$ cat src/rtl/ripple_carry_adder_4_if.sv
// ripple_carry_adder_4_if: operand/result bundle for the 4-bit registered ripple adder
// master drives a, b, cin, in_valid and reads the registered results
// slave reads the operands and drives sum, cout, carry, overflow, out_valid
interface ripple_carry_adder_4_if;
    logic [3:0] a;
    logic [3:0] b;
    logic       cin;
    logic       in_valid;
    logic [3:0] sum;
    logic       cout;
    logic [3:0] carry;
    logic       overflow;
    logic       out_valid;

    modport master (
        output a, b, cin, in_valid,
        input  sum, cout, carry, overflow, out_valid
    );

    modport slave (
        input  a, b, cin, in_valid,
        output sum, cout, carry, overflow, out_valid
    );
endinterface

$ cat src/rtl/ripple_carry_adder_4.sv
// ripple_carry_adder_4: registered 4-bit ripple-carry adder with visible carry chain
// clk, rst: rising-edge clock, synchronous active-high reset
// bus.a, bus.b, bus.cin, bus.in_valid: operands, carry-in and their qualifier
// bus.sum, bus.cout, bus.carry, bus.overflow, bus.out_valid: results, one cycle later
module ripple_carry_adder_4 (
    input logic                    clk,
    input logic                    rst,
    ripple_carry_adder_4_if.slave  bus
);
    logic [3:0] s;
    logic [4:0] c;

    // c[0] is the carry-in; c[i+1] is the carry out of stage i
    assign c[0] = bus.cin;

    for (genvar i = 0; i < 4; i++) begin : g_fa
        logic p;
        assign p      = bus.a[i] ^ bus.b[i];
        assign s[i]   = p ^ c[i];
        assign c[i+1] = (bus.a[i] & bus.b[i]) | (c[i] & p);
    end

    always_ff @(posedge clk) begin
        if (rst) begin
            bus.sum       <= 4'b0000;
            bus.cout      <= 1'b0;
            bus.carry     <= 4'b0000;
            bus.overflow  <= 1'b0;
            bus.out_valid <= 1'b0;
        end else begin
            bus.out_valid <= bus.in_valid;
            if (bus.in_valid) begin
                bus.sum      <= s;
                bus.cout     <= c[4];
                bus.carry    <= c[4:1];
                bus.overflow <= c[4] ^ c[3];
            end
        end
    end
endmodule

$ cat src/flat_wrapper.sv
// flat-port wrapper written by rule: the top's interface ports become plain ports
module ripple_carry_adder_4_flat 
  (clk, rst, bus_a, bus_b, bus_cin, bus_in_valid, bus_sum, bus_cout, bus_carry, bus_overflow, bus_out_valid);
  ripple_carry_adder_4_if bus_i ();
  input logic clk;
  input logic rst;
  input wire logic [$bits(bus_i.a)-1:0] bus_a;
  input wire logic [$bits(bus_i.b)-1:0] bus_b;
  input wire logic [$bits(bus_i.cin)-1:0] bus_cin;
  input wire logic [$bits(bus_i.in_valid)-1:0] bus_in_valid;
  output wire logic [$bits(bus_i.sum)-1:0] bus_sum;
  output wire logic [$bits(bus_i.cout)-1:0] bus_cout;
  output wire logic [$bits(bus_i.carry)-1:0] bus_carry;
  output wire logic [$bits(bus_i.overflow)-1:0] bus_overflow;
  output wire logic [$bits(bus_i.out_valid)-1:0] bus_out_valid;
  assign bus_i.a = bus_a;
  assign bus_i.b = bus_b;
  assign bus_i.cin = bus_cin;
  assign bus_i.in_valid = bus_in_valid;
  assign bus_sum = bus_i.sum;
  assign bus_cout = bus_i.cout;
  assign bus_carry = bus_i.carry;
  assign bus_overflow = bus_i.overflow;
  assign bus_out_valid = bus_i.out_valid;
  ripple_carry_adder_4 u_core (.clk(clk), .rst(rst), .bus(bus_i));
endmodule
$ cat config.mk
export PLATFORM = sky130hd
export DESIGN_NAME = ripple_carry_adder_4_flat
export DESIGN_NICKNAME = d
export VERILOG_FILES = /design/src/rtl/ripple_carry_adder_4_if.sv /design/src/rtl/ripple_carry_adder_4.sv /design/src/flat_wrapper.sv
export SDC_FILE = /design/constraint.sdc
export NUM_CORES = 1
export LEC_CHECK = 0
export BUFFER_PORTS_ARGS = -buffer_cell sky130_fd_sc_hd__buf_4
export CORE_AREA = 4 4 41 43
export CTS_CLUSTER_SIZE = 14
export DETAILED_ROUTE_END_ITERATION = 10
export DIE_AREA = 0 0 45 47
export PLACE_DENSITY = 0.7
export SETUP_SLACK_MARGIN = 0.15
export SLEW_MARGIN = 20
export SYNTH_ARGS = -nofsm -noshare
export SYNTH_HDL_FRONTEND = slang
export SYNTH_SLANG_ARGS = --single-unit
$ cat constraint.sdc
create_clock -name clk -period 3 [get_ports clk]
set_input_delay 0.6 -clock clk [delete_from_list [all_inputs] [get_ports clk]]
set_output_delay 0.6 -clock clk [all_outputs]
set_load 0.01 [all_outputs]
==> run_results.csv, run 1 <==
group,metric,value,unit
status,status,"complete, no violations",
cts,cts.sinks,10,
floorplan,io-pin-count,23,
grt,grt.busiest_layer,"met2",
finish,area_growth,44.1,%
yosys,synth_nets,53,
finish,final_common_cell,"buf_4",
cts,cts_tree,"done",
grt,gr-total-overflow,0,
worst_setup_path,cp.arrival,2.85,ns
yosys,yosys_warnings,0,
timing,finalSetupViolations,0,
cts,post-cts-setup-buffers,0,
timing,setup_slack,0.344,ns
floorplan,rows,13,
worst_setup_path,cp-start-kind,"input pin",
job,drv_cap,0,
grt,grt_use_met1,10.7,%
power,leakagePower,0.313,nW
floorplan,start_util,34.2,%
floorplan,chipHeight,47,um
worst_setup_path,required,3.19,ns
min_path,hp-class,"flip-flop to flip-flop",
placement,pre_cts_ws,0.0567,ns
cts,path_clk_slew,0.07,ns
timing,min_period_over_period,88.5,%
drt,first_pass_iters,2,
finish,fin_nets,77,
drt,ant_nets,0,
cts,clkLatencyLatePin,0.27,ns
timing,slew_headroom,90.9,%
yosys,yosys.area.top_type_share,44.9,%
floorplan,die_width,45,um
yosys,yosys-top-cells-area,"dfxtp_1 (45%), fa_1 (18%), mux2i_1 (18%)",
timing,fin_skew,0,ns
drt,routed_wl,866,um
yosys,seq_area_frac_synth,44.9,%
yosys,synth_cells,37,
drt,drc,0,
finish,layout_common_cells,"buf_4 (22), dfxtp_1 (10), nor2_1 (9)",
cts,postCtsHoldBufs,0,
min_path,holdPathStages,2,
yosys,synth.avg_cell_area,12.0,um2
placement,port_buffers,22,
worst_setup_path,path_class,"input pin to flip-flop",
grt,grt_max_degree,12,
placement,dpl.hpwl,703,um
timing,tightestPinTransition,0.133,ns
placement,routabilityCongestion,0.672,
cts,cts-root-buf,"clkbuf_4",
floorplan,design.core.area,1300,um2
power,power.density_cell_area,539,nW/um2
grt,grt_first_pass_wirelength,1460,um
timing,fin_tns_setup,0,ns
grt,grtUsageTotal,10.5,%
worst_setup_path,cp_max_fo,3,
yosys,yosys.area.top_type,"dfxtp_1",
finish,antennaDiodeCount,0,
yosys,ys_ff_latch,10,
finish,drive_gt1_share,45.0,%
grt,met2_usage,16.7,%
cts,ctsHtreeMaxLevel,1,
floorplan,die_area,2120,um2
timing,final_hold_viol_count,0,
timing,final.min_clock_period,2.66,ns
cts,cts_buffers,3,
timing,fmax,377,MHz
drt,wire_per_inst,11.5,um
worst_setup_path,reg2reg_depth,2,
cts,clk_path_buf_depth,2,
worst_setup_path,worstSetupEndpointType,"flip-flop",
grt,antenna_found_initial,0,
grt,use_met3,5.75,%
timing,rsz0062_at_grt,"false",
power,ir_drop,287,uV
timing,slew_violations,0,
cts,cts-resized-gates,0,
yosys,synth_cell_type_count,10,
drt,num_vias,325,
grt,first_global_vias,329,
drt,viasPerCell,4.33,
drt,drt_iter0_drc,3,
yosys,synth_area,445,um2
-- registers in the layout, summed over array words and instances, names as in the netlist --
register and cells:
u_core.bus.out_valid 1, u_core.bus.sum 4, u_core.bus.overflow 1, u_core.bus.carry 4
-- per-layer routing --
metal | vias up | wire length, um
li1 | 165 | -
met1 | 143 | 309
met2 | 14 | 444
met3 | 3 | 92
met4 | 0 | 20
met5 | - | 0
-- power by group --
group	internal (mW)	switching [mW]	total (mW)
registers	0.144	0.00577	0.150
clock network	0.0738	0.0472	0.121
logic	0.0420	0.0330	0.0749
-- cell families (layout without fill, tap and decap cells) --
logic type / Yosys count / in the layout / share of synthesized area [%]
simple gates: 10 / 10 / 8.99
mux: 8 / 8 / 18.0
flops: 10 / 10 / 44.9
fa+ha+maj: 4 / 4 / 18.0
xor+xnor: 1 / 1 / 1.97
buf+inv: 3 / 26 / 5.34
compound gates: 1 / 1 / 2.81
-- final cells by class --
class / count / area, um2
well taps: 15 / 18.8
repair buffers: 22 / 165
multi-input cells: 24 / 221
fillers: 133 / 659
clock buffers: 4 / 36.3
flip-flops and latches: 10 / 200
-- path summary, 6_finish.rpt --
path / start / endpoint / slack [ns]
worst max-delay path: bus_cin / u_core.bus.overflow / 0.34
worst min-delay path: u_core.bus.sum[2] / u_core.bus.sum[2] / 0.49
worst max register to register: u_core.bus.overflow / u_core.bus.overflow / 2.35
worst min register to register: u_core.bus.sum[2] / u_core.bus.sum[2] / 0.49
-- critical path, cell delays in order --
cell and delay, ns:
buf_4 0.11, fa_1 0.45, fa_1 0.44, fa_1 0.46, fa_1 0.42, xnor2_1 0.15
a211oi_2 0.21
-- synth_stat cells --
| library cell | instances |
|---|---|
| mux2i_1 | 8 |
| buf_4 | 1 |
| buf_6 | 1 |
| xnor2_1 | 1 |
| a211oi_2 | 1 |
| fa_1 | 4 |
| nor2b_1 | 1 |
| nor2_1 | 9 |
| dfxtp_1 | 10 |
| clkbuf_2 | 1 |
-- metrics by stage --
step           power [mW]  instances  hold WS (ns)  utilization [%]  instance area, um2
6_report            0.346         75         0.495             49.3                 642
5_1_grt             0.369         75         0.542             49.3                 642
4_1_cts             0.352         75         0.504             49.3                 642
3_5_place_dp        0.230         71         0.487             46.5                 606
3_3_place_gp        0.228         71         0.480             46.5                 606
2_1_floorplan       0.194         37         0.531                -                 445
Power figures use the tool's default switching activity.
==> run 2, diff against run 1 <==
--- a/config.mk
+++ b/config.mk
@@ -10,7 +10,7 @@
 export CTS_CLUSTER_SIZE = 14
 export DETAILED_ROUTE_END_ITERATION = 10
 export DIE_AREA = 0 0 45 47
-export PLACE_DENSITY = 0.7
+export PLACE_DENSITY = 0.64
 export SETUP_SLACK_MARGIN = 0.15
 export SLEW_MARGIN = 20
 export SYNTH_ARGS = -nofsm -noshare
==> run 2 against run 1 <==
Final cell count fell by 1.3%; non-clock buffer count did not move; sequential share of layout area rose by 0.68 points; global-route usage fell by 0.83 points; total power fell by 9.6%; register-to-register slack improved by 0.02 ns; count of clock-buffer cells in the layout fell by 1; flip-flop and latch count did not move; die area did not move; critical path depth did not move; design area fell by 2.1%; setup slack improved by 0.025 ns; critical path type unchanged; highest routed layer unchanged.
==> run_results.csv, run 2 (same netlist as run 1, synthesis figures left out) <==
group,metric,value,unit
drt,drc,0,
worst_setup_path,crit_buf_inv,1,
grt,grt_first_pass_wirelength,1400,um
timing,min_period_over_period,87.7,%
floorplan,io-pin-count,23,
timing,tightestPinTransition,0.179,ns
cts,cts_buffers,3,
floorplan,rows,13,
power,p_sw,0.0805,mW
floorplan,design.core.area,1300,um2
drt,drt_iter0_drc,4,
floorplan,die_area,2120,um2
floorplan,start_util,34.2,%
drt,viasPerCell,4.35,
placement,dp_cells,71,
grt,gr-total-overflow,0,
placement,routabilityCongestion,0.662,
cts,ctsHtreeMaxLevel,1,
placement,port_buffers,22,
cts,path_clk_slew,0.06,ns
cts,cts-root-buf,"clkbuf_4",
finish,area_growth,41.0,%
timing,slew_headroom,88.0,%
grt,antenna_found_initial,0,
power,pwr-share-clk,28.1,%
finish,fin_nets,77,
cts,cts.sinks,10,
floorplan,die_width,45,um
timing,final_hold_viol_count,0,
power,internal-power,0.232,mW
grt,grtUsageTotal,9.67,%
grt,first_global_vias,321,
worst_setup_path,cp_max_fo,3,
finish,postLayoutCoreUtil,48.3,%
timing,fin_tns_setup,0,ns
power,sw_frac_of_total,25.7,%
grt,grt_max_degree,12,
cts,clkLatencyLatePin,0.26,ns
worst_setup_path,critPathMostFrequentCell,"fa_1",
worst_setup_path,cp_top_family,"adder cells",
timing,finalSetupViolations,0,
timing,rsz0062_at_grt,"false",
timing,fin_skew,0,ns
finish,final_common_cell,"buf_4",
power,seq_power_share,48.0,%
timing,final.min_clock_period,2.63,ns
timing,setup_slack,0.369,ns
drt,wire_per_inst,11.4,um
cts,post-cts-setup-buffers,0,
timing,slew_violations,0,
worst_setup_path,cp.arrival,2.81,ns
drt,first_pass_iters,2,
drt,num_vias,322,
finish,fin_cells,74,
placement,pre_cts_ws,0.0988,ns
power,power.density_cell_area,498,nW/um2
worst_setup_path,required,3.18,ns
worst_setup_path,cpMaxStageDelayCell,"fa_1",
status,status,"complete, no violations",
finish,layout_common_cells,"buf_4 (22), dfxtp_1 (10), nor2_1 (9)",
worst_setup_path,cp-start-kind,"input pin",
finish,largestRegisters,"u_core.bus.carry (4), u_core.bus.sum (4)",
min_path,hp-class,"flip-flop to flip-flop",
drt,ant_nets,0,
worst_setup_path,path_cells,"buf_4 -> fa_1 -> fa_1 -> fa_1 -> fa_1 -> xnor2_1 -> a211oi_2",
cts,postCtsHoldBufs,0,
power,pwr-share-comb,23.9,%
worst_setup_path,cp_slowest_stage_delay,0.45,ns
cts,clk_path_buf_depth,2,
power,ir_drop,298,uV
power,leakagePower,0.306,nW
worst_setup_path,path_class,"input pin to flip-flop",
floorplan,chipHeight,47,um
timing,fmax,380,MHz
job,drv_cap,0,
cts,cts_tree,"done",
worst_setup_path,worstSetupEndpointType,"flip-flop",
placement,dpl.hpwl,672,um
finish,fill_cells,130,
drt,routed_wl,840,um
finish,antennaDiodeCount,0,
finish,drive_gt1_share,44.1,%
cts,cts-resized-gates,0,
[run 2: area by class of cell]
class | instances | area (um2) | area share (%)
clock buffers | 3 | 22.5 | 3.59
flip-flops and latches | 10 | 200 | 31.9
multi-input cells | 24 | 221 | 35.3
well taps | 15 | 18.8 | 2.99
repair buffers | 22 | 165 | 26.3
[run 2: worst paths after layout]
path,start,end,slack [ns],cells past startpoint
setup / recovery,bus_cin,u_core.bus.overflow,0.37,7
hold / removal,u_core.bus.sum[2],u_core.bus.sum[2],0.50,2
setup reg to reg,u_core.bus.overflow,u_core.bus.overflow,2.37,2
hold reg to reg,u_core.bus.sum[2],u_core.bus.sum[2],0.50,2
[run 2: routing by layer]
layer,track usage (%),vias up,part of all wire (%)
li1,-,165,-
met1,11.5,144,42
met2,13.0,11,48
met3,5.36,2,8.1
met4,7.02,0,1.2
met5,0,-,0
[run 2: tightest hold or removal path, stage by stage, from the launching register on]
cell,delay [ns]
dfxtp_1,0.33
mux2i_1,0.07
nor2_1,0.07
[run 2: power groups by stage]
| stage | registers (mW) | clock network [mW] | logic [mW] |
|---|---|---|---|
| finish | 0.150 | 0.0881 | 0.0747 |
| global route | 0.152 | 0.101 | 0.0843 |
| CTS | 0.150 | 0.0934 | 0.0763 |
| detailed placement | 0.153 | 0 | 0.0760 |
| global placement | 0.153 | 0 | 0.0747 |
| floorplan | 0.158 | 0 | 0.0355 |
[run 2: stage by stage]
step                power, mW  area (um2)  hold WS [ns]
global route            0.337         628         0.538
CTS                     0.320         628         0.508
floorplan               0.194         445         0.531
finish                  0.313         628         0.499
detailed placement      0.229         606         0.489
global placement        0.228         606         0.481
